<file path="config.mk">
export PLATFORM = sky130hd
export DESIGN_NAME = ctrl_pipe_gen
export DESIGN_NICKNAME = d
export VERILOG_FILES = /design/src/rtl/ctrl_pkg.sv /design/src/rtl/ctrl_decode.sv /design/src/rtl/ctrl_pipe_gen.sv
export SDC_FILE = /design/constraint.sdc
export NUM_CORES = 1
export LEC_CHECK = 0
export ABC_AREA = 1
export CAP_MARGIN = 30
export CORE_MARGIN = 3
export CORE_UTILIZATION = 63
export CTS_CLUSTER_DIAMETER = 150
export DETAILED_ROUTE_END_ITERATION = 6
export DONT_BUFFER_PORTS = 1
export GPL_TIMING_DRIVEN = 0
export PLACE_DENSITY = 0.79
export REMOVE_ABC_BUFFERS = 1
export SYNTH_ARGS = -nofsm -noshare
export SYNTH_HDL_FRONTEND = slang
export SYNTH_HIERARCHICAL = 1
export SYNTH_SLANG_ARGS = --single-unit
export TNS_END_PERCENT = 50
</file>
<file path="constraint.sdc">
create_clock -name clk -period 1.9 [get_ports clk]
set_clock_uncertainty 0.1 [all_clocks]
set_input_delay 0.38 -clock clk [delete_from_list [all_inputs] [get_ports clk]]
set_output_delay 0.38 -clock clk [all_outputs]
set_load 0.05 [all_outputs]
</file>
<file path="src/rtl/ctrl_pkg.sv">
// Shared definitions for the control pipeline: opcode constants, the
// u_control operand-select encoding and the per-stage control bundle.
// When CTRL_PIPE_ILLEGAL_TRAP_EN is defined, the bundle gains an illegal bit.
package ctrl_pkg;

    localparam logic [6:0] OPC_LUI    = 7'b0110111;
    localparam logic [6:0] OPC_AUIPC  = 7'b0010111;
    localparam logic [6:0] OPC_JAL    = 7'b1101111;
    localparam logic [6:0] OPC_JALR   = 7'b1100111;
    localparam logic [6:0] OPC_BRANCH = 7'b1100011;
    localparam logic [6:0] OPC_LOAD   = 7'b0000011;
    localparam logic [6:0] OPC_STORE  = 7'b0100011;
    localparam logic [6:0] OPC_OP_IMM = 7'b0010011;
    localparam logic [6:0] OPC_OP     = 7'b0110011;

    localparam logic [1:0] UCTRL_NONE  = 2'd0;
    localparam logic [1:0] UCTRL_LUI   = 2'd1;
    localparam logic [1:0] UCTRL_AUIPC = 2'd2;
    localparam logic [1:0] UCTRL_JALR  = 2'd3;

    typedef struct packed {
        logic [1:0] u_ctrl;
        logic       reg_write;
        logic       mem_read;
        logic       mem_write;
        logic       branch;
        logic       jump;
`ifdef CTRL_PIPE_ILLEGAL_TRAP_EN
        logic       illegal;
`endif
    } ctrl_bundle_t;

endpackage

</file>
<file path="src/rtl/ctrl_decode.sv">
// Purely combinational opcode decoder producing one control bundle.
// With CTRL_PIPE_ILLEGAL_TRAP_EN defined, unknown opcodes raise the illegal
// bit; otherwise they simply decode to an all-zero bundle.
module ctrl_decode
    import ctrl_pkg::*;
(
    input  logic [6:0]   opcode_i,
    output ctrl_bundle_t bundle_o
);

    // Map each recognised opcode onto its control bits; everything else is zero
    always_comb begin
        bundle_o = '0;
        case (opcode_i)
            OPC_LUI: begin
                bundle_o.u_ctrl    = UCTRL_LUI;
                bundle_o.reg_write = 1'b1;
            end
            OPC_AUIPC: begin
                bundle_o.u_ctrl    = UCTRL_AUIPC;
                bundle_o.reg_write = 1'b1;
            end
            OPC_JAL: begin
                bundle_o.u_ctrl    = UCTRL_NONE;
                bundle_o.jump      = 1'b1;
                bundle_o.reg_write = 1'b1;
            end
            OPC_JALR: begin
                bundle_o.u_ctrl    = UCTRL_JALR;
                bundle_o.jump      = 1'b1;
                bundle_o.reg_write = 1'b1;
            end
            OPC_BRANCH: begin
                bundle_o.branch = 1'b1;
            end
            OPC_LOAD: begin
                bundle_o.mem_read  = 1'b1;
                bundle_o.reg_write = 1'b1;
            end
            OPC_STORE: begin
                bundle_o.mem_write = 1'b1;
            end
            OPC_OP_IMM, OPC_OP: begin
                bundle_o.reg_write = 1'b1;
            end
            default: begin
`ifdef CTRL_PIPE_ILLEGAL_TRAP_EN
                bundle_o.illegal = 1'b1;
`else
                bundle_o = '0;
`endif
            end
        endcase
    end

endmodule

</file>
<file path="src/rtl/ctrl_pipe_gen.sv">
// Control pipeline: decodes opcode_in and carries the control bundle through
// STAGES registered stages with stall/flush, a retired-bundle counter and,
// when CTRL_PIPE_ILLEGAL_TRAP_EN is defined, a sticky illegal-opcode flag.
module ctrl_pipe_gen
    import ctrl_pkg::*;
#(
    parameter int STAGES  = 3,
    parameter int UCTRL_W = 2,
    parameter int CNT_W   = 32
) (
    input  logic               clk,
    input  logic               rst_n,
    input  logic [6:0]         opcode_in,
    input  logic               in_valid,
    input  logic               stall,
    input  logic               flush,
    output logic               valid_o,
    output logic [UCTRL_W-1:0] u_control_o,
    output logic               reg_write_o,
    output logic               mem_read_o,
    output logic               mem_write_o,
    output logic               branch_o,
    output logic               jump_o,
    output logic               illegal_o,
    output logic               illegal_seen_o,
    output logic [CNT_W-1:0]   retired_cnt_o
);

    ctrl_bundle_t                dec_bundle;
    ctrl_bundle_t [STAGES-1:0]   stage_q;
    ctrl_bundle_t [STAGES-1:0]   stage_d;
    logic         [STAGES-1:0]   valid_q;
    logic         [STAGES-1:0]   valid_d;
    logic         [CNT_W-1:0]    cnt_q;
    logic         [CNT_W-1:0]    cnt_d;
    ctrl_bundle_t                out_bundle;
    logic                        retire;

    ctrl_decode u_decode (
        .opcode_i (opcode_in),
        .bundle_o (dec_bundle)
    );

    assign out_bundle = stage_q[STAGES-1];
    assign retire     = valid_q[STAGES-1] & ~stall & ~flush;

    // Advance, hold or clear the stages; flush takes priority over stall
    always_comb begin
        valid_d = valid_q;
        stage_d = stage_q;
        if (flush) begin
            valid_d = '0;
            stage_d = '0;
        end else if (!stall) begin
            valid_d[0] = in_valid;
            stage_d[0] = in_valid ? dec_bundle : ctrl_bundle_t'('0);
            for (int i = 1; i < STAGES; i++) begin
                valid_d[i] = valid_q[i-1];
                stage_d[i] = stage_q[i-1];
            end
        end
    end

    // Count bundles that actually leave the final stage, wrapping naturally
    always_comb begin
        cnt_d = cnt_q;
        if (retire) begin
            cnt_d = cnt_q + CNT_W'(1);
        end
    end

    // Stage and counter registers
    always_ff @(posedge clk or negedge rst_n) begin
        if (!rst_n) begin
            valid_q <= '0;
            stage_q <= '0;
            cnt_q   <= '0;
        end else begin
            valid_q <= valid_d;
            stage_q <= stage_d;
            cnt_q   <= cnt_d;
        end
    end

    // Drive the final-stage bundle, forcing zeros while it is not valid
    always_comb begin
        u_control_o      = '0;
        u_control_o[1:0] = valid_o ? out_bundle.u_ctrl : 2'b00;
    end

    assign valid_o       = valid_q[STAGES-1];
    assign reg_write_o   = valid_o & out_bundle.reg_write;
    assign mem_read_o    = valid_o & out_bundle.mem_read;
    assign mem_write_o   = valid_o & out_bundle.mem_write;
    assign branch_o      = valid_o & out_bundle.branch;
    assign jump_o        = valid_o & out_bundle.jump;
    assign retired_cnt_o = cnt_q;

`ifdef CTRL_PIPE_ILLEGAL_TRAP_EN
    logic seen_q;
    logic seen_d;

    // Latch the sticky flag when an illegal bundle retires
    always_comb begin
        seen_d = seen_q | (retire & out_bundle.illegal);
    end

    // Sticky flag register, cleared only by reset
    always_ff @(posedge clk or negedge rst_n) begin
        if (!rst_n) begin
            seen_q <= 1'b0;
        end else begin
            seen_q <= seen_d;
        end
    end

    assign illegal_o      = valid_o & out_bundle.illegal;
    assign illegal_seen_o = seen_q;
`else
    assign illegal_o      = 1'b0;
    assign illegal_seen_o = 1'b0;
`endif

endmodule

</file>
=== After elaboration in Yosys (flattened, before gate mapping) ===
Index checks and enable logic that the tools add are counted.

* Flip-flop bits (word level): 56
* Memory bits (writable): 0
* Input bits: 12
* Output and inout port bits: 42
* Bits in read-only memories: 0
* Word-level logic and storage cells: 54
* Memories: 0
* Latch bits: 0

* Div/mod/pow operators: 0
* Multiply operators: 0
* Shifts and indexed selects: 0
* Eq/ne operators: 10
* Mux-type cells: 12
* Add/sub/neg operators: 1
* Magnitude comparators: 0
* Bitwise gates (word level): 9
* Reductions and logical operators: 2

{| class="wikitable"
|+ Operators by type and width
! operator !! number
|-
| $mux 21 || 2
|-
| $add 32x1->32 const B || 1
|-
| $eq 7x6->1 const B || 3
|-
| $eq 7x7->1 const B || 3
|-
| $eq 7x5->1 const B || 2
|-
| $and 1x1->1 || 7
|-
| $eq 7x2->1 const B || 1
|-
| $mux 7 || 1
|-
| $reduce_or 7->1 || 1
|-
| $mux 3 || 2
|-
| $pmux 2 s3 || 1
|-
| $mux 1 || 5
|-
| $mux 2 || 1
|-
| $ne 2x1->1 const B || 1
|-
| $not 1->1 || 2
|-
| $reduce_or 2->1 || 1
|}

=== Longest topological paths before layout ===
Gate-level depths: netlist of run 1.

* Word-level depth: 6
* Gate-level depth with buffers: 10
* Depth with buffers taken out: 9

=== Cells and area by module ===
Netlist of run 1, hierarchy kept.

{| class="wikitable"
|+ Modules (own cells, without submodules)
! module !! cells each !! seq. area each (sq um) !! times used !! area each (sq um)
|-
| ctrl_pipe_gen || 351 || 1401.3 || 1 || 2942.8
|-
| ctrl_decode || 32 || 0.0 || 1 || 138.9
|}

=== Worst setup path after synthesis of run 1 ===
OpenSTA, ideal clock, no wires.

* Kind: reg2reg
* From: reg cnt_q[1] (netlist: retired_cnt_o[1])
* To: reg cnt_q[24] (netlist: retired_cnt_o[24])
* Setup time: 120 ps
* Buffers on the path: 0
* Slack: 43 ps
* Period minus slack after synthesis: 1857 ps
* Cell stages (with the launch flop): 9
* Arrival: 1638 ps
* Data required time: 1680 ps
* Cells stage by stage: dfrtp_1 > ha_1 > nand3_2 > nor2_8 > nand2_4 > nor2_8 > nand3_2 > nand2_1 > nand2_1

* Cells in the longest elaborated chain, start to end: 1

{| class="wikitable"
|+ Ends and longest elaborated chain
! element !! RTL line !! text
|-
| from (decl) || ctrl_pipe_gen.sv:34 || <nowiki>logic [CNT_W-1:0] cnt_q;</nowiki>
|-
| from (signal assigned) || ctrl_pipe_gen.sv:81 || <nowiki>cnt_q <= cnt_d;</nowiki>
|-
| $add 32x1->32 || ctrl_pipe_gen.sv:68 || <nowiki>cnt_d = cnt_q + CNT_W'(1);</nowiki>
|}

No other way between the ends.
A chain may end at the register's enable or synchronous reset.

=== Worst setup path in the final report of run 1 ===
* From: reg valid_q[2]
* To: out branch_o

* Cells in the longest elaborated chain, start to end: 1

{| class="wikitable"
|+ Ends and longest elaborated chain
! element !! RTL line !! text
|-
| from (decl) || ctrl_pipe_gen.sv:32 || <nowiki>logic [STAGES-1:0] valid_q;</nowiki>
|-
| from (signal assigned) || ctrl_pipe_gen.sv:79 || <nowiki>valid_q <= valid_d;</nowiki>
|-
| $and 1x1->1 || ctrl_pipe_gen.sv:95 || <nowiki>assign branch_o = valid_o & out_bundle.branch;</nowiki>
|-
| to (decl) || ctrl_pipe_gen.sv:22 || <nowiki>output logic branch_o,</nowiki>
|}

No other way between the ends.

==> results by group, run 1 <==
Place
  – Placed Cells: 442
  – Final GP Congestion: between 0.8 and 0.9
  – Dpl hpwl: 4.68 mm
  – Dpl cell area: 3120 µm²
  – Port bufs: 0

CTS
  – CTS tree: done
  – CTS Root Cell: clkbuf_8
  – Clock latency on the worst-skew pair: 0.30 ns
  – Post CTS Setup Buffer Count: 0
  – Worst-path clk slew: 0.10 ns
  – H-tree depth: 2
  – CTS Buf Count: 5
  – Clk sinks: 56
  – Clock Tree Buf Depth: 2

Power
  – Sw Ratio: between 20 and 30%
  – Clock power share: 30.3%
  – Leak: 1.64 nW
  – Sw Pwr: approximately 0.00053 W
  – Power Internal: 0.00150 W
  – Max IR drop VDD: approximately 370 µV
  – Flop pwr share: 63.5%
  – Pwr/cell area: 613 nW/µm²
  – Power share of the combinational group: 6.3%

Drt
  – Post-route ant nets: 0
  – DR DRC count: 0
  – DRT Wirelength: 6.22 mm
  – Vias: 2455
  – Per-cell routed wire length: 13.8 µm
  – Initial DRC count: about 190
  – Pre-antenna DRT Iters: 4
  – Via density: approximately 5.4

Min path
  – Min-delay src: in_valid
  – Hold Path Stages: 2
  – WHS Endpoint: valid_q[0]
  – HP Class: input port to flop

Yosys
  – Yosys warnings: 6
  – Post-Syn Area: 3080 µm²
  – EDFF count, synth: 0
  – Yosys reg bits: 56
  – Seq/Total Area, Yosys: 45.5%
  – Ys flop type: dfrtp_1
  – Syn Inst Count: about 380
  – Syn avg cell area: 8.05 µm²
  – Ys async rst share: 100%
  – Synth unique cells: 33

Critical path
  – Max FO, Critical Path: 10
  – Critical Path Source Type: flop
  – CP Capture Type: primary output
  – R2R setup slack: 0.11 ns
  – Reg2reg start: retired_cnt_o[0]
  – Setup Crit Path Kind: flop to primary output
  – FF-to-FF path depth: 6
  – RR Endpoint: retired_cnt_o[21]
  – Critical path arrival: about 1.4 ns
  – Required time of the critical path: 1.42 ns

Cells and area
  – Diodes inserted: 0
  – Post-layout util: 72.9%
  – Non-filler cells, final: 451
  – Post-route cell area: 3310 µm²
  – Fillcell total: 364
  – Layout overhead on the synthesized area: 7.27%
  – Net count reported at finish: 399
  – Share of layout cells above drive strength 1: between 15 and 20%

STA
  – Period utilization: a little over nine tenths
  – Final Setup Violations: 0
  – Slew Limit Fails: 0
  – Slew @ Worst Pin: 0.589 ns
  – Tmin final: 1.83 ns
  – Setup TNS: 0 ns
  – F_max: 545 MHz
  – Slew headroom: 60.7%
  – RSZ-0062 raised after global routing: yes
  – Final Hold Fails: 0

Job
  – Max-Cap Viols: 0

Global routing
  – Number of global-route vias before repair: 2328
  – Overflow after GRT: 0
  – Gr busiest metal: met2
  – Antenna violations before repair: 0
  – First-pass GRT wire length: 11.1 mm
  – Met2 Use GR: a little over a third
  – Largest net degree at the start of global routing: 57
  – Total GRT Usage: 23.1%
  – Grt met3 use: 6.04%
  – Met1 Use GR: 33.5%

Floorplan
  – I/O pin count: 54
  – Initial core utilization: 68.0%
  – Die H: 75.9 µm
  – Die area: 5770 µm²
  – Core area: approximately 4500 µm²
  – DIE WIDTH: between 70 and 80 µm
  – Std-Cell Rows: 24

Status
  – Status: complete, no violations
-- per-layer routing --
metal | part of all wire, % | vias up
met5 | 0 | -
met4 | 0.95 | 0
met3 | 7.6 | 7
met2 | 45 | 84
met1 | 46 | 1168
li1 | - | 1196
-- Yosys cell counts (5+ instances only) --
library cell,n,area share (%)
nand2_1,86,10
inv_1,70,8.5
dfrtp_1,56,45
nor2_1,35,4.3
nand3_1,33,5.4
o21ai_0,15,2.4
nand4_1,12,2.4
xor2_1,11,3.1
o22ai_1,9,1.8
xnor2_1,8,2.3
nor2_2,7,1.4
nand3_2,5,1.6
-- sequential cells by signal, indices dropped and copies added (netlist names) --
name           count
out_bundle         7
retired_cnt_o     32
stage_q           14
valid_q            3
-- worst max-delay path, stage by stage (launching register included) --
cell	delay, ns
dfrtp_4	0.61
nand2_1	0.10
inv_1	0.33
-- power by group through the flow --
stage,sequential (W),clock [W],combinational (W)
2_1_floorplan,0.00130,0,0.0000708
3_3_place_gp,0.00130,0,0.0000808
3_5_place_dp,0.00130,0,0.0000833
4_1_cts,0.00128,0.000630,0.000116
5_1_grt,0.00129,0.000684,0.000146
6_report,0.00129,0.000614,0.000127
-- worst max path at each step --
stage / start / end / slack, ns / cells after the start
5_1_grt: retired_cnt_o[3] / retired_cnt_o[21] / -0.003 / 6
4_1_cts: retired_cnt_o[1] / retired_cnt_o[28] / 0.02 / 8
2_1_floorplan: valid_q[2] / retired_cnt_o[21] / -0.01 / 6
3_5_place_dp: valid_q[2] / retired_cnt_o[21] / -0.28 / 6
3_3_place_gp: valid_q[2] / retired_cnt_o[21] / -0.22 / 6
6_report: valid_q[2] / branch_o / 0.07 / 2
-- cells in the final DEF, fill, tap and decap left out, types with 8 or more instances in the layout --
master | netlist | final
nor2_2 | 7 | 8
o22ai_1 | 9 | 9
nand2_1 | 86 | 86
nand3_1 | 33 | 33
xnor2_1 | 8 | 8
dfrtp_1 | 56 | 31
nor2_1 | 35 | 32
dfrtp_2 | 0 | 24
o21ai_0 | 15 | 15
nand4_1 | 12 | 12
inv_1 | 70 | 69
xor2_1 | 11 | 11
-- stage by stage --
stage / setup WS, ns / hold WS, ns / total power, W
after detailed placement: -0.281 / -0.0141 / 0.00139
after global placement: -0.221 / -0.0140 / 0.00138
after global routing: -0.00257 / 0.107 / 0.00212
final: 0.0661 / 0.0998 / 0.00203
after floorplan: -0.0138 / -0.0156 / 0.00137
after CTS: 0.0170 / 0.0913 / 0.00203
-- area by class of cell --
class / instances / area [µm²] / area share, %
Clock inverter: 2 / 12.5 / 0.379
Sequential cell: 56 / 1440 / 43.4
Tap cell: 65 / 81.3 / 2.46
Multi-Input combinational cell: 248 / 1390 / 42.2
Timing Repair Buffer: 2 / 37.5 / 1.14
Inverter: 73 / 277 / 8.36
Clock buffer: 5 / 68.8 / 2.08
-- cells by family (layout without fill, tap and decap cells) --
kind of cell / after synthesis / after routing / synth area share [%]
other: 1 / 2 / 0.122
and+or+nand+nor: 197 / 197 / 32.4
DFF: 56 / 56 / 45.5
xor gates and xnor gates: 20 / 20 / 5.93
buffers and inverters: 80 / 82 / 10.6
adders and majority gates: 1 / 1 / 0.406
AOI/OAI and AO/OA: 28 / 28 / 4.99
-- timing repair --
item / CTS / global route
gates cloned: 0 / 0
setup endpoints to repair: 25 / 15
endpoints found under the hold margin: 56 / 0
hold buffers: 2 / 0
pin swaps: 0 / 1
resized for setup: 18 / 17
Note: power is estimated with default switching activity, not from simulation.
==> run 2: changes to the inputs <==
- CORE_MARGIN: 3 -> unset
- CORE_UTILIZATION: 63 -> 57
- PLACE_DENSITY: 0.79 -> 0.75
- clock period: 1.9 -> 1.45 ns (I/O delays scaled with it)
==> results by group, run 2 (synthesized netlist as in run 1, its figures left out) <==
Cells and area
  – Post-route cell area: 3560 µm²
  – Max reg flops: 32
  – Commonest non-fill, non-tap cell in the layout: nand2_1
  – Commonest cells after routing, fill and taps aside: 69 x nand2_1, 60 x inv_1, 30 x nand3_1, 28 x dfrtp_1, 22 x nor2_1
  – Share of layout cells above drive strength 1: 28.6%
  – Non-filler cells, final: 461
  – Net count reported at finish: 403
  – Layout overhead on the synthesized area: 15.5%
  – Diodes inserted: 0

Critical path
  – Slowest cell on the critical path: dfrtp_4
  – Max FO, Critical Path: 10
  – CP Launch Point: valid_q[2]
  – Critical path arrival: about 1.4 ns
  – Required time of the critical path: roughly 1.1 ns
  – Setup Crit Path Kind: flop to primary output
  – Critical Path Max Stage Delay: between 0.6 and 0.7 ns
  – Critical path cell sequence: nand2_1, clkinvlp_4
  – RR Endpoint: retired_cnt_o[24]
  – R2R setup slack: -0.25 ns
  – Critical Path Source Type: flop
  – Reg2reg start: retired_cnt_o[0]
  – FF-to-FF path depth: 8
  – Worst setup path end: reg_write_o
  – CP Capture Type: primary output

Floorplan
  – Die H: 75.5 µm
  – Initial core utilization: 59.6%
  – Std-Cell Rows: 26
  – DIE WIDTH: between 70 and 80 µm
  – I/O pin count: 54
  – Die area: between 5000 and 6000 µm²
  – Core area: 5170 µm²

STA
  – Slew headroom: between 60 and 70%
  – RSZ-0062 raised after global routing: yes
  – Final Hold Fails: 56
  – Hold WS: -0.449 ns
  – Final WS setup: -0.291 ns
  – Slew Limit Fails: 0
  – Period utilization: 120%
  – Slew @ Worst Pin: around 0.57 ns
  – Tmin final: approximately 1.7 ns
  – Final Setup Violations: 33
  – F_max: roughly 570 MHz

Global routing
  – Number of global-route vias before repair: between 2000 and 2500
  – First-pass GRT wire length: 9.98 mm
  – Antenna violations before repair: 0
  – Overflow after GRT: 0
  – Largest net degree at the start of global routing: 57
  – Total GRT Usage: between 20% and 30%

Drt
  – DRT Wirelength: about 6.5 mm
  – DR DRC count: 0
  – Post-route ant nets: 0
  – Pre-antenna DRT Iters: 4
  – Via density: 5.32
  – Initial DRC count: 159
  – Vias: 2452
  – Per-cell routed wire length: 14.0 µm

Job
  – Max-Cap Viols: 0

CTS
  – Clk sinks: 56
  – Clock latency on the worst-skew pair: 0.32 ns
  – CTS Root Cell: clkbuf_8
  – CTS Buf Count: 5
  – Worst-path clk slew: 0.10 ns
  – Clock Tree Buf Depth: 2
  – CTS tree: done
  – Cts hold-fix bufs: 1
  – H-tree depth: 2

Place
  – Port bufs: 0
  – Dpl cell area: 3120 µm²
  – Final GP Congestion: 0.865
  – DP Worst Slack: -0.708 ns
  – Dpl hpwl: 4.46 mm
  – Placed Cells: 447

Status
  – Failing checks: hold timing, setup timing
  – Status: finished with violations

Power
  – Pwr/cell area: 810 nW/µm²
  – Leak: between 1.5 and 2 nW
  – Max IR drop VDD: 487 µV
  – Overall Power: approximately 0.0029 W

Min path
  – HP Class: input port to asynchronous set/reset pin
-- run 2: final cells by class --
type | count | area, µm²
clock buffer | 5 | 68.8
clock inverter | 3 | 46.3
fill | 401 | 1610
inverter | 73 | 303
multi-input combinational | 248 | 1550
sequential | 56 | 1450
tap | 70 | 87.6
timing repair buffer | 6 | 51.3
-- run 2: how the worst min path moves through the flow --
stage                from            end
finish              rst_n  out_bundle[2]
global route        rst_n  out_bundle[2]
CTS                 rst_n  out_bundle[2]
detailed placement  rst_n  out_bundle[2]
global placement    rst_n  out_bundle[2]
floorplan           rst_n  out_bundle[0]
-- run 2: worst max-delay path, delay by kind of cell (launching register included) --
family	cells	cell delay (ns)
flip-flops	1	0.63
AND/OR/NAND/NOR	1	0.15
buffers and inverters	1	0.25
-- run 2: per-stage QoR --
step                      util, %  TNS (ns)
after detailed placement     60.4    -16.45
final                        68.8     -6.33
after floorplan                 -     -9.96
after global placement       60.4    -15.24
after CTS                    66.7     -6.25
after global routing         68.8     -9.02
-- run 2: power breakdown --
group | total [W] | leakage (nW) | internal [W] | switching (W)
clock network | 0.00105 | 0.0548 | 0.000521 | 0.000525
registers | 0.00170 | 0.713 | 0.00159 | 0.000106
logic | 0.000143 | 0.917 | 0.0000556 | 0.0000878
-- run 2: per-layer routing --
layer  GRT usage [%]  wire (µm)  vias up  part of all wire (%)
met1            32.8       2920     1154                    45
met5               0          0        -                     0
met2            35.2       2910       83                    45
li1                -          -     1201                     -
met4            8.23        136        0                   2.1
met3            6.48        497       14                   7.7
-- run 2: timing repair --
item                                   CTS  global route
gates resized for setup                 68            30
gates cloned                             0             0
endpoints found under the hold margin   57            56
pin swaps                                4            12
setup buffers                            4             1
setup endpoints to repair               45            35
==> run 3: changes to the inputs <==
- BUFFER_PORTS_ARGS: unset -> -buffer_cell sky130_fd_sc_hd__buf_2
- CORE_ASPECT_RATIO: unset -> 1.25
- CORE_UTILIZATION: 57 -> 51
- DONT_BUFFER_PORTS: 1 -> unset
- PLACE_DENSITY: 0.75 -> 0.77
==> results by group, run 3 (synthesized netlist as in run 1, its figures left out) <==
Status
  – Status: finished with violations
  – Failing checks: setup timing

Floorplan
  – Die H: 88.9 µm
  – Core area: 5820 µm²
  – Std-Cell Rows: 31
  – DIE WIDTH: between 70 and 80 µm
  – I/O pin count: 54
  – Initial core utilization: 53.0%
  – Die area: 6360 µm²

Cells and area
  – Commonest non-fill, non-tap cell in the layout: nand2_1
  – Post-layout util: 68.2%
  – Multi-input gate area: 1490 µm²
  – Max reg flops: 32
  – Commonest cells after routing, fill and taps aside: 78 x nand2_1, 63 x inv_1, 51 x dfrtp_1, 31 x nand3_1, 26 x nor2_1
  – Fillcell total: 445
  – Non-filler cells, final: 527
  – Layout overhead on the synthesized area: 28.8%
  – Share of layout cells above drive strength 1: slightly above 30%
  – Register area: between 1000 and 1500 µm²
  – Net count reported at finish: 473
  – Diodes inserted: 0

STA
  – Slew headroom: 66.4%
  – Final Setup Violations: 26
  – Slew @ Worst Pin: 0.503 ns
  – F_max: 649 MHz
  – RSZ-0062 raised after global routing: yes
  – Slew Limit Fails: 0
  – Final Hold Fails: 0
  – Final WS setup: -0.0899 ns
  – Period utilization: 106%
  – Tmin final: 1.54 ns
  – Setup TNS: -1.21 ns

Global routing
  – Number of global-route vias before repair: 2590
  – Largest net degree at the start of global routing: 41
  – First-pass GRT wire length: 11.3 mm
  – Overflow after GRT: 0
  – Total GRT Usage: 22.9%
  – Antenna violations before repair: 0

CTS
  – Clk sinks: 56
  – Clock latency on the worst-skew pair: 0.31 ns
  – H-tree depth: 2
  – CTS tree: done
  – CTS Root Cell: clkbuf_8
  – Worst-path clk slew: ~0.1 ns
  – CTS Buf Count: 5
  – Clock Tree Buf Depth: 2

Critical path
  – FF-to-FF path depth: 6
  – Slowest cell on the critical path: dfrtp_2
  – Required time of the critical path: around 1.1 ns
  – Critical Path Max Stage Delay: 0.44 ns
  – Setup Crit Path Kind: flop to primary output
  – Crit path top cell by count: buf_6
  – Reg2reg start: retired_cnt_o[0]
  – CP Capture Type: primary output
  – Critical Path Source Type: flop
  – Max FO, Critical Path: 5
  – RR Endpoint: retired_cnt_o[21]
  – Critical path cell sequence: buf_6, nand2_1, inv_2, buf_6
  – R2R setup slack: -0.08 ns
  – Critical path arrival: 1.15 ns

Drt
  – Via density: 5.24
  – DR DRC count: 0
  – Pre-antenna DRT Iters: 4
  – Initial DRC count: 131
  – DRT Wirelength: roughly 7.3 mm
  – Post-route ant nets: 0
  – Per-cell routed wire length: 13.9 µm
  – Vias: about 2800

Job
  – Max-Cap Viols: 0

Place
  – Final GP Congestion: 0.865
  – Dpl hpwl: 4.69 mm
  – Port bufs: 51
  – DP Worst Slack: -0.305 ns
  – Placed Cells: about 500

Power
  – Max IR drop VDD: just under 500 µV
  – Leak: 2.14 nW
  – Pwr/cell area: about 760 nW/µm²

Min path
  – Hold Path Stages: 4
  – Min-delay src: opcode_in[6]
  – HP Class: input port to flop
  – WHS Endpoint: stage_q[2]
run 3: cell count changes in the layout (fill, tap and decap cells not counted), moves of 5 or more:
cell        change
nor2_4          -5
clkinvlp_4      -8
buf_6          +12
nand2_1         +9
nand2_2        -10
dfrtp_1        +23
dfrtp_4         -7
buf_4          +18
dfrtp_2        -16
buf_2          +24
clkbuf_4       +11
run 3: routing by layer:
layer / part of all wire, % / track usage [%] / up-vias / routed length (µm)
li1: - / - / 1348 / -
met1: 41 / 26.6 / 1312 / 2980
met2: 52 / 41.1 / 75 / 3810
met3: 3.2 / 3.04 / 27 / 233
met4: 4.0 / 12.8 / 0 / 293
met5: 0 / 0 / - / 0
run 3: worst max-delay path by stage:
stage	from	end	slack [ns]
2_1_floorplan	valid_q[2]	retired_cnt_o[21]	-0.46
3_3_place_gp	valid_q[2]	retired_cnt_o[21]	-0.30
3_5_place_dp	valid_q[2]	retired_cnt_o[21]	-0.30
4_1_cts	valid_q[2]	u_control_o[1]	-0.08
5_1_grt	retired_cnt_o[4]	retired_cnt_o[22]	-0.20
6_report	valid_q[2]	u_control_o[1]	-0.09
run 3: power breakdown:
part           switching (W)  internal (W)  total, W  leakage [nW]
clock network       0.000510      0.000514   0.00102        0.0552
logic               0.000247      0.000139  0.000386          1.34
registers          0.0000229       0.00158   0.00161         0.749
total               0.000780       0.00224   0.00301          2.14
run 3: area by class of cell:
| cell class | count | area share [%] |
|---|---|---|
| multi-input combinational | 248 | 37.6 |
| clock inverter | 2 | 0.882 |
| inverter | 73 | 6.97 |
| tap | 66 | 2.08 |
| sequential | 56 | 35.5 |
| clock buffer | 6 | 1.83 |
| timing repair buffer | 76 | 15.2 |
run 3: per-stage QoR:
step                      area (µm²)  hold slack [ns]  total power (W)
final                           3970            0.202          0.00301
after global routing            3970            0.223          0.00313
after CTS                       3740            0.203          0.00300
after detailed placement        3390            0.137          0.00190
after global placement          3370            0.372          0.00189
after floorplan                 3030           -0.106          0.00179
run 3: critical path: cells and delay by family, from the launching register on:
family	cells	cell delay (ns)
buf+inv	3	0.33
flops	1	0.44
simple gates	1	0.07
run 3: timing repair:
| item | in CTS | in global routing |
|---|---|---|
| endpoints found under the setup margin | 36 | 53 |
| buffers inserted | 11 | 12 |
| gates resized for setup | 49 | 50 |
| pin swaps | 7 | 7 |
| hold buffers | 1 | 0 |
| hold endpoints to repair | 16 | 0 |
